### config.mk
export PLATFORM = sky130hd
export DESIGN_NAME = mips_multicycle_ctrl_flat
export DESIGN_NICKNAME = d
export VERILOG_FILES = /design/src/rtl/mips_multicycle_ctrl_if.sv /design/src/rtl/mips_multicycle_ctrl.sv /design/src/flat_wrapper.sv
export SDC_FILE = /design/constraint.sdc
export NUM_CORES = 1
export LEC_CHECK = 0
export BUFFER_PORTS_ARGS = -buffer_cell sky130_fd_sc_hd__buf_2
export CAP_MARGIN = 40
export CORE_ASPECT_RATIO = 1.75
export CORE_MARGIN = 5
export CORE_UTILIZATION = 48
export DETAILED_ROUTE_END_ITERATION = 16
export PLACE_DENSITY = 0.75
export SETUP_SLACK_MARGIN = 0.4
export SLEW_MARGIN = 20
export SYNTH_ARGS = -nofsm -noshare
export SYNTH_HDL_FRONTEND = slang
export SYNTH_SLANG_ARGS = --single-unit
### constraint.sdc
create_clock -name clk -period 4.48 [get_ports clk]
set_input_delay 0.672 -clock clk [delete_from_list [all_inputs] [get_ports clk]]
set_output_delay 0.672 -clock clk [all_outputs]
set_load 0.02 [all_outputs]
### src/rtl/mips_multicycle_ctrl_if.sv
// mips_multicycle_ctrl_if: controller <-> datapath/memory signal bundle.
//  master (controller): consumes op, funct, zero, mem_ready; drives memory
//    handshake (mem_req, memwrite), register enables (irwrite, pcen,
//    regwrite), datapath muxes (iord, memtoreg, regdst, alusrca, alusrcb,
//    pcsrc), ALU/immediate controls (alucont, signext, shiftl16) and err.
//  slave (datapath side): the mirror image.
interface mips_multicycle_ctrl_if;
  logic [5:0] op;
  logic [5:0] funct;
  logic       zero;
  logic       mem_ready;

  logic       mem_req;
  logic       memwrite;
  logic       irwrite;
  logic       pcen;
  logic       regwrite;
  logic       iord;
  logic       memtoreg;
  logic       regdst;
  logic       alusrca;
  logic [1:0] alusrcb;
  logic [1:0] pcsrc;
  logic [2:0] alucont;
  logic       signext;
  logic       shiftl16;
  logic       err;

  modport master (
    input  op, funct, zero, mem_ready,
    output mem_req, memwrite, irwrite, pcen, regwrite, iord, memtoreg,
           regdst, alusrca, alusrcb, pcsrc, alucont, signext, shiftl16, err
  );

  modport slave (
    output op, funct, zero, mem_ready,
    input  mem_req, memwrite, irwrite, pcen, regwrite, iord, memtoreg,
           regdst, alusrca, alusrcb, pcsrc, alucont, signext, shiftl16, err
  );
endinterface

### src/rtl/mips_multicycle_ctrl.sv
// mips_multicycle_ctrl: multicycle MIPS control FSM with a stall-tolerant
// memory handshake and a memory-wait watchdog.
//  clk    : clock, rising edge
//  reset  : asynchronous, active-high; returns to FETCH
//  bus    : mips_multicycle_ctrl_if.master (decode inputs, control outputs)
//  TO_W   : watchdog width; a wait is abandoned once 2**TO_W-1 stalled
//           cycles have accumulated and memory is still not ready.
// Outputs are decoded from state (Moore) except pcen (branch & zero) and the
// FETCH-cycle irwrite/pcen, which wait for mem_ready.
module mips_multicycle_ctrl #(
  parameter int unsigned TO_W = 8
) (
  input  logic                  clk,
  input  logic                  reset,
  mips_multicycle_ctrl_if.master bus
);

  localparam logic [5:0] OP_R    = 6'b000000;
  localparam logic [5:0] OP_LW   = 6'b100011;
  localparam logic [5:0] OP_SW   = 6'b101011;
  localparam logic [5:0] OP_BEQ  = 6'b000100;
  localparam logic [5:0] OP_ADDI = 6'b001000;
  localparam logic [5:0] OP_ORI  = 6'b001101;
  localparam logic [5:0] OP_LUI  = 6'b001111;
  localparam logic [5:0] OP_J    = 6'b000010;

  localparam logic [2:0] ALU_AND = 3'b000;
  localparam logic [2:0] ALU_OR  = 3'b001;
  localparam logic [2:0] ALU_ADD = 3'b010;
  localparam logic [2:0] ALU_SUB = 3'b110;
  localparam logic [2:0] ALU_SLT = 3'b111;

  localparam logic [TO_W-1:0] WD_MAX = {TO_W{1'b1}};

  typedef enum logic [3:0] {
    S_FETCH, S_DECODE, S_MEMADR, S_MEMRD, S_MEMWB, S_MEMWR,
    S_RTEX, S_RTWB, S_BEQEX, S_IMMEX, S_IMMWB, S_JEX
  } state_t;

  state_t          state;
  state_t          state_next;
  logic [TO_W-1:0] wd;
  logic            wait_st;
  logic            timeout;
  logic            op_ok;
  logic            funct_ok;
  logic [2:0]      funct_alu;
  logic            pcwrite;
  logic            branch;

  // Opcode legality and R-type function decode.
  always_comb begin
    op_ok = 1'b0;
    case (bus.op)
      OP_R, OP_LW, OP_SW, OP_BEQ, OP_ADDI, OP_ORI, OP_LUI, OP_J: op_ok = 1'b1;
      default: op_ok = 1'b0;
    endcase
  end

  always_comb begin
    funct_ok  = 1'b1;
    funct_alu = ALU_ADD;
    case (bus.funct)
      6'b100000: funct_alu = ALU_ADD;
      6'b100010: funct_alu = ALU_SUB;
      6'b100100: funct_alu = ALU_AND;
      6'b100101: funct_alu = ALU_OR;
      6'b101010: funct_alu = ALU_SLT;
      default:   funct_ok  = 1'b0;
    endcase
  end

  // Memory waits; a ready response in the final watchdog cycle still wins.
  assign wait_st = (state == S_FETCH) || (state == S_MEMRD) || (state == S_MEMWR);
  assign timeout = wait_st && !bus.mem_ready && (wd == WD_MAX);

  // State register.
  always_ff @(posedge clk or posedge reset) begin
    if (reset) state <= S_FETCH;
    else       state <= state_next;
  end

  // Watchdog: counts consecutive stalled wait cycles, clears otherwise.
  always_ff @(posedge clk or posedge reset) begin
    if (reset)                                    wd <= '0;
    else if (wait_st && !bus.mem_ready && !timeout) wd <= wd + TO_W'(1);
    else                                          wd <= '0;
  end

  // Next-state logic.
  always_comb begin
    state_next = state;
    case (state)
      S_FETCH:  if (bus.mem_ready) state_next = S_DECODE;
      S_DECODE: begin
        case (bus.op)
          OP_LW, OP_SW:            state_next = S_MEMADR;
          OP_R:                    state_next = S_RTEX;
          OP_BEQ:                  state_next = S_BEQEX;
          OP_ADDI, OP_ORI, OP_LUI: state_next = S_IMMEX;
          OP_J:                    state_next = S_JEX;
          default:                 state_next = S_FETCH;
        endcase
      end
      S_MEMADR: state_next = (bus.op == OP_SW) ? S_MEMWR : S_MEMRD;
      S_MEMRD: begin
        if (bus.mem_ready)  state_next = S_MEMWB;
        else if (timeout)   state_next = S_FETCH;
      end
      S_MEMWR:  if (bus.mem_ready || timeout) state_next = S_FETCH;
      S_RTEX:   state_next = funct_ok ? S_RTWB : S_FETCH;
      S_IMMEX:  state_next = S_IMMWB;
      S_MEMWB, S_RTWB, S_BEQEX, S_IMMWB, S_JEX: state_next = S_FETCH;
      default:  state_next = S_FETCH;
    endcase
  end

  // Output decode; everything is held at defaults while reset is asserted.
  always_comb begin
    bus.mem_req  = 1'b0;
    bus.memwrite = 1'b0;
    bus.irwrite  = 1'b0;
    bus.regwrite = 1'b0;
    bus.iord     = 1'b0;
    bus.memtoreg = 1'b0;
    bus.regdst   = 1'b0;
    bus.alusrca  = 1'b0;
    bus.alusrcb  = 2'b00;
    bus.pcsrc    = 2'b00;
    bus.alucont  = ALU_ADD;
    bus.signext  = 1'b1;
    bus.shiftl16 = 1'b0;
    bus.err      = 1'b0;
    pcwrite      = 1'b0;
    branch       = 1'b0;
    if (!reset) begin
      bus.err = timeout;
      case (state)
        S_FETCH: begin
          bus.mem_req = 1'b1;
          bus.alusrcb = 2'b01;
          bus.irwrite = bus.mem_ready;
          pcwrite     = bus.mem_ready;
        end
        S_DECODE: begin
          bus.alusrcb = 2'b11;
          bus.err     = !op_ok;
        end
        S_MEMADR: begin
          bus.alusrca = 1'b1;
          bus.alusrcb = 2'b10;
        end
        S_MEMRD: begin
          bus.mem_req = 1'b1;
          bus.iord    = 1'b1;
        end
        S_MEMWB: begin
          bus.regwrite = 1'b1;
          bus.memtoreg = 1'b1;
        end
        S_MEMWR: begin
          bus.mem_req  = 1'b1;
          bus.memwrite = 1'b1;
          bus.iord     = 1'b1;
        end
        S_RTEX: begin
          bus.alusrca = 1'b1;
          bus.alucont = funct_alu;
          bus.err     = !funct_ok;
        end
        S_RTWB: begin
          bus.regwrite = 1'b1;
          bus.regdst   = 1'b1;
        end
        S_BEQEX: begin
          bus.alusrca = 1'b1;
          bus.alucont = ALU_SUB;
          bus.pcsrc   = 2'b01;
          branch      = 1'b1;
        end
        S_IMMEX, S_IMMWB: begin
          bus.alusrca  = 1'b1;
          bus.alusrcb  = 2'b10;
          bus.regwrite = (state == S_IMMWB);
          if (bus.op != OP_ADDI) begin
            bus.alucont  = ALU_OR;
            bus.signext  = 1'b0;
            bus.shiftl16 = (bus.op == OP_LUI);
          end
        end
        S_JEX: begin
          bus.pcsrc = 2'b10;
          pcwrite   = 1'b1;
        end
        default: ;
      endcase
    end
  end

  assign bus.pcen = pcwrite | (branch & bus.zero);

endmodule

### src/flat_wrapper.sv
// flat-port wrapper written by rule: the top's interface ports become plain ports
module mips_multicycle_ctrl_flat 
#(
  parameter int unsigned TO_W = 8
)
  (clk, reset, bus_op, bus_funct, bus_zero, bus_mem_ready, bus_mem_req, bus_memwrite, bus_irwrite, bus_pcen, bus_regwrite, bus_iord, bus_memtoreg, bus_regdst, bus_alusrca, bus_alusrcb, bus_pcsrc, bus_alucont, bus_signext, bus_shiftl16, bus_err);
  mips_multicycle_ctrl_if bus_i ();
  input  logic clk;
  input  logic reset;
  input wire logic [$bits(bus_i.op)-1:0] bus_op;
  input wire logic [$bits(bus_i.funct)-1:0] bus_funct;
  input wire logic [$bits(bus_i.zero)-1:0] bus_zero;
  input wire logic [$bits(bus_i.mem_ready)-1:0] bus_mem_ready;
  output wire logic [$bits(bus_i.mem_req)-1:0] bus_mem_req;
  output wire logic [$bits(bus_i.memwrite)-1:0] bus_memwrite;
  output wire logic [$bits(bus_i.irwrite)-1:0] bus_irwrite;
  output wire logic [$bits(bus_i.pcen)-1:0] bus_pcen;
  output wire logic [$bits(bus_i.regwrite)-1:0] bus_regwrite;
  output wire logic [$bits(bus_i.iord)-1:0] bus_iord;
  output wire logic [$bits(bus_i.memtoreg)-1:0] bus_memtoreg;
  output wire logic [$bits(bus_i.regdst)-1:0] bus_regdst;
  output wire logic [$bits(bus_i.alusrca)-1:0] bus_alusrca;
  output wire logic [$bits(bus_i.alusrcb)-1:0] bus_alusrcb;
  output wire logic [$bits(bus_i.pcsrc)-1:0] bus_pcsrc;
  output wire logic [$bits(bus_i.alucont)-1:0] bus_alucont;
  output wire logic [$bits(bus_i.signext)-1:0] bus_signext;
  output wire logic [$bits(bus_i.shiftl16)-1:0] bus_shiftl16;
  output wire logic [$bits(bus_i.err)-1:0] bus_err;
  assign bus_i.op = bus_op;
  assign bus_i.funct = bus_funct;
  assign bus_i.zero = bus_zero;
  assign bus_i.mem_ready = bus_mem_ready;
  assign bus_mem_req = bus_i.mem_req;
  assign bus_memwrite = bus_i.memwrite;
  assign bus_irwrite = bus_i.irwrite;
  assign bus_pcen = bus_i.pcen;
  assign bus_regwrite = bus_i.regwrite;
  assign bus_iord = bus_i.iord;
  assign bus_memtoreg = bus_i.memtoreg;
  assign bus_regdst = bus_i.regdst;
  assign bus_alusrca = bus_i.alusrca;
  assign bus_alusrcb = bus_i.alusrcb;
  assign bus_pcsrc = bus_i.pcsrc;
  assign bus_alucont = bus_i.alucont;
  assign bus_signext = bus_i.signext;
  assign bus_shiftl16 = bus_i.shiftl16;
  assign bus_err = bus_i.err;
  mips_multicycle_ctrl #(.TO_W(TO_W)) u_core (.clk(clk), .reset(reset), .bus(bus_i));
endmodule
# Word-level counts from Yosys, hierarchy flattened
# Index checks and enable logic that the tools add are counted.
[word_totals] n_memories=0 word_cells=103 reg_bits=12 out_inout_bits=19 latchBits=0 inputBits=16 mem_bits_rw=0 mem_bits_ro=0
[classes] eq_ne=28 shifts=0 n_mul=0 div=0 bitwise=2 n_reduce_logical=23 order_cmp=0 muxes=47 n_addsub=1
[op_table] op="== test 6 bit, second input constant" n=7
[op_table] op="one-hot mux 4 bit (7 select lines)" n=1
[op_table] op="two-way mux 1 bit" n=27
[op_table] op="one-hot mux 4 bit (5 select lines)" n=1
[op_table] op="== test 6 x 4 -> 1 bit, second input constant" n=3
[op_table] op="== test 4 x 3 -> 1 bit, second input constant" n=4
[op_table] op="== test 4 bit, second input constant" n=4
[op_table] op="two-way mux 4 bit" n=4
[op_table] op="one-hot mux 3 bit (4 select lines)" n=1
[op_table] op="OR reduction 5 bit" n=2
[op_table] op="two-way mux 3 bit" n=3
[op_table] op="one-hot mux 3 bit (3 select lines)" n=1
[op_table] op="OR reduction 3 bit" n=3
[op_table] op="adder 8 x 1 -> 8 bit, second input constant" n=1
[op_table] op="== test 4 x 2 -> 1 bit, second input constant" n=2
[op_table] op="== test 8 bit, second input constant" n=1
[op_table] op="two-way mux 8 bit" n=1
[op_table] op="OR reduction 2 bit" n=4
[op_table] op="OR reduction 8 bit" n=1
[op_table] op="== test 6 x 2 -> 1 bit, second input constant" n=1
[op_table] op="== test 6 x 3 -> 1 bit, second input constant" n=1
[op_table] op="zero test 6 bit" n=1
[op_table] op="two-way mux 2 bit" n=3
[op_table] op="inequality test 6 x 4 -> 1 bit, second input constant" n=1
[op_table] op="other kinds (13)" n=23

# Depth between registers and ports, before layout
[logic_depth] ltp_word=8 mapped_depth=7 depth_no_buf=6

# Least setup slack after synthesis
# OpenSTA, ideal clock, no wires.
[synth_path] kind="input-to-output" start="input port bus_op[0]" end="output port bus_alucont[0]" slack_ns=2.005 arrival_ns=1.803 cell_stages=5 cell_sequence="buf_2 nor3_1 a31oi_1 o21ai_1 a221oi_1"
[synth_via] elab_chain_len=4
[synth_lines] item="from (decl)" line_no="flat_wrapper.sv:10" text="input wire logic [$bits(bus_i.op)-1:0] bus_op;"
[synth_lines] item="inequality test 6 x 4 -> 1 bit" line_no="mips_multicycle_ctrl.sv:185" text="if (bus.op != OP_ADDI) begin"
[synth_lines] item="two-way mux 2 bit" line_no="mips_multicycle_ctrl.sv:185"
[synth_lines] item="one-hot mux 3 bit (3 select lines)" line_no="mips_multicycle_ctrl.sv:138" text="case (state)"
[synth_lines] item="two-way mux 3 bit" line_no="mips_multicycle_ctrl.sv:136" text="if (!reset) begin"
[synth_lines] item="to (decl)" line_no="flat_wrapper.sv:25" text="output wire logic [$bits(bus_i.alucont)-1:0] bus_alucont;"
# No other way between the ends.

# Worst setup path in the final report
[layout_path] start="register u_core.state[2]" end="output port bus_alucont[1]"
[layout_via] elab_chain_len=4
[layout_lines] item="from (decl)" line_no="mips_multicycle_ctrl.sv:40" text="state_t state;"
[layout_lines] item="from (signal assigned)" line_no="mips_multicycle_ctrl.sv:80" text="else state <= state_next;"
[layout_lines] item="== test 4 bit" line_no="mips_multicycle_ctrl.sv:138"
[layout_lines] item="OR reduction 2 bit" line_no="mips_multicycle_ctrl.sv:138"
[layout_lines] item="one-hot mux 3 bit (3 select lines) (*)" line_no="mips_multicycle_ctrl.sv:138"
[layout_lines] item="two-way mux 3 bit (*)" line_no="mips_multicycle_ctrl.sv:136"
# Mark *: on every way between the ends. The rest lies on a longest branch, timed or not.

==> results.json <==
{
  "dp_hpwl_mm": 2.40,
  "hp-class": "register to register",
  "grt.met2_usage_pct": 35.8,
  "vdd_drop_max_mv": 0.213,
  "post-route-drc-count": 0,
  "clock_latency_ns": 0.24,
  "clockBufferDepth": 2,
  "drt-pass1-iter-count": 4,
  "r2r-end": "u_core.state[2]",
  "tightestPinTransition_ns": 0.642,
  "startpoint_type": "register",
  "yosys_warnings": 0,
  "cts_made_buffers": 3,
  "gr-usage-met1_pct": 19.7,
  "start_util_pct": 50.3,
  "cp-end-kind": "output pin",
  "area_growth_pct": 15.0,
  "synth.avg_cell_area_um2": 7.98,
  "cts_setup_buffers": 0,
  "setup_ws_ns": 1.71,
  "grt_usage_pct": 19.0,
  "setup_viol": 0,
  "period_needed_ns": 2.77,
  "grt_start_max_net_pins": 20,
  "fmax_ghz": 0.361,
  "outcome": "finished clean",
  "hold_ws_ns": 0.487,
  "slew_headroom_pct": 57.2,
  "place_ws_ns": 1.95,
  "fin_area_um2": 1350,
  "grt_pass1_wl_mm": 5.08,
  "worst-setup-path-type": "register to output pin",
  "grt_antenna_before_repair": 0,
  "cts_max_level": 1,
  "cts_resized": 0,
  "hold_viol": 0,
  "finalWirelength_mm": 3.09,
  "instances_no_fill": 199,
  "antenna_cells": 0,
  "num_vias": 1197,
  "crit_required_ns": 3.81,
  "layout-drive-gt1-share_pct": 25.9,
  "slew_viol_final": 0,
  "netlist_instances": 147,
  "nets": 193,
  "core_um2": 2330,
  "clock_sinks": 12,
  "fp-row-count": 23,
  "busiest_layer": "met2",
  "numPlacedInstances": 196,
  "grt_setup_unrepaired": "false",
  "r2r_cells": 5,
  "r2r_setup_slack_ns": 2.64,
  "port_buffers": 34,
  "routed_via_density": 6.02,
  "hold_depth": 1,
  "power.leakage_nw": 0.616,
  "dieHeight_um": 75.4,
  "hold_end": "u_core.wd[0]",
  "path_max_fanout": 19,
  "setup_tns_ns": 0,
  "clk_pin_slew_ns": 0.05,
  "root_buffer": "clkbuf_8",
  "ys_ff_latch": 12,
  "grt_pass1_vias": 1187,
  "synthesis.nets": 164,
  "synth_cell_types": 49,
  "drtIter0Drc": 34,
  "min_from": "u_core.wd[0]",
  "synth_seq_area_share_pct": 25.6,
  "dpl_cell_area_um2": 1310,
  "post-route-period-util_pct": 61.9,
  "met3_usage_pct": 1.65,
  "design.die.area_um2": 3570,
  "drv_cap": 0,
  "finalClockSkew_ns": 0.00131,
  "postRouteAntennaNets": 0,
  "r2r_start": "u_core.state[2]",
  "pin_count": 35,
  "hold_buffers": 0,
  "overflow": 0,
  "p_per_area_nw_per_um2": 452,
  "worstPathArrival_ns": 2.10,
  "avgRoutedWirePerCell_um": 15.5,
  "die_w_um": 47.4,
  "syn_area_um2": 1170,
  "place.gp.congestion": 0.950,
  "cts_tree": "yes"
}
==> kinds of logic (layout without fill, tap and decap cells) <==
| logic type | after synthesis | after routing | synth area share (%) |
|---|---|---|---|
| AO/OA/AOI/OAI | 30 | 30 | 18.9 |
| XOR/XNOR | 9 | 9 | 8.32 |
| adder cells (fa/ha/maj) | 1 | 1 | 1.07 |
| buffers and inverters | 12 | 39 | 6.29 |
| flip-flops | 12 | 12 | 25.6 |
| multiplexers | 2 | 2 | 1.71 |
| AND/OR/NAND/NOR | 81 | 81 | 38.2 |
==> cell usage in the layout (no fill, tap or decap), types with 3 or more instances in the layout <==
| master | n |
|---|---|
| nor4_1 | 3 |
| buf_2 | 34 |
| and3_1 | 5 |
| nand3_1 | 6 |
| nand2b_1 | 5 |
| a31oi_1 | 3 |
| nor3_1 | 11 |
| and4_1 | 4 |
| o21ai_0 | 4 |
| a21oi_1 | 5 |
| clkbuf_8 | 3 |
| nor2b_1 | 3 |
| dfrtp_1 | 12 |
| nor2_1 | 15 |
| xnor2_1 | 3 |
| xor2_1 | 5 |
| nand2_1 | 13 |
==> area by class of cell <==
cell class | count | area [um2]
inverter | 2 | 7.51
sequential | 12 | 300
fill | 217 | 981
tap | 25 | 31.3
timing repair buffer | 34 | 170
multi-input combinational | 123 | 800
clock buffer | 3 | 41.3
==> cell usage after synthesis, drive strengths merged <==
cell / n / area share (%)
nor2b: 5 / 3.1
a21o: 1 / 0.64
and3: 5 / 2.7
nand4: 2 / 1.1
o31ai: 1 / 0.64
clkbuf: 4 / 1.3
nand2b: 5 / 2.7
dfrtp: 12 / 26
a211oi: 1 / 0.64
a22o: 2 / 1.5
o311ai: 1 / 0.75
or2: 2 / 1.1
o221ai: 1 / 0.75
nor3b: 2 / 1.3
and2: 2 / 1.1
nor2: 16 / 5.3
or3: 2 / 1.1
a32o: 1 / 0.85
nand2: 13 / 4.2
o211ai: 2 / 1.3
mux2i: 2 / 1.7
o21ai: 5 / 2.1
nor4b: 2 / 2.0
a21oi: 5 / 2.1
a221oi: 1 / 0.75
ha: 1 / 1.1
a31o: 1 / 0.75
nor4: 3 / 1.6
a22oi: 2 / 2.5
buf: 6 / 4.4
o2111a: 1 / 0.96
xnor2: 4 / 4.6
o22ai: 2 / 1.1
and4: 4 / 3.0
nor3: 12 / 5.5
inv: 2 / 0.64
xor2: 5 / 3.7
nand3: 6 / 2.6
a31oi: 3 / 1.6
==> state kept, by name, indices dropped and copies added (netlist names) <==
name and count:
u_core.state 4, u_core.wd 8
==> stage by stage <==
| stage | util (%) | total power, W |
|---|---|---|
| 2_1_floorplan | - | 0.000455 |
| 3_3_place_gp | 56.1 | 0.000514 |
| 3_5_place_dp | 56.1 | 0.000516 |
| 4_1_cts | 57.9 | 0.000613 |
| 5_1_grt | 57.9 | 0.000656 |
| 6_report | 57.9 | 0.000610 |
==> worst max-delay path, stage by stage (launching register included) <==
cell and delay [ns]:
dfrtp_1 0.75, nor2b_2 0.36, and3_1 0.21, a22oi_1 0.08, or3_1 0.31, buf_2 0.16
==> worst max path at each step <==
stage | start | end | slack [ns] | cells after the start
2_1_floorplan | bus_op[0] | bus_alucont[0] | 2.00 | 5
3_3_place_gp | bus_op[3] | bus_err | 1.97 | 6
3_5_place_dp | bus_op[3] | bus_err | 1.95 | 6
4_1_cts | u_core.state[2] | bus_alucont[1] | 1.73 | 5
5_1_grt | u_core.state[0] | bus_err | 1.58 | 6
6_report | u_core.state[2] | bus_alucont[1] | 1.71 | 5
==> power by group <==
part | internal (W) | total (W) | leakage (nW) | switching, W
sequential | 0.000126 | 0.000197 | 0.164 | 0.0000707
clock | 0.0000589 | 0.0000946 | 0.0216 | 0.0000357
combinational | 0.000135 | 0.000319 | 0.431 | 0.000184
total | 0.000320 | 0.000610 | 0.616 | 0.000290
==> per-layer routing <==
layer	wire length, um	part of all wire [%]
met4	72	2.3
met3	169	5.5
met2	1760	57
met1	1090	35
met5	0	0
Power figures use the tool's default switching activity.
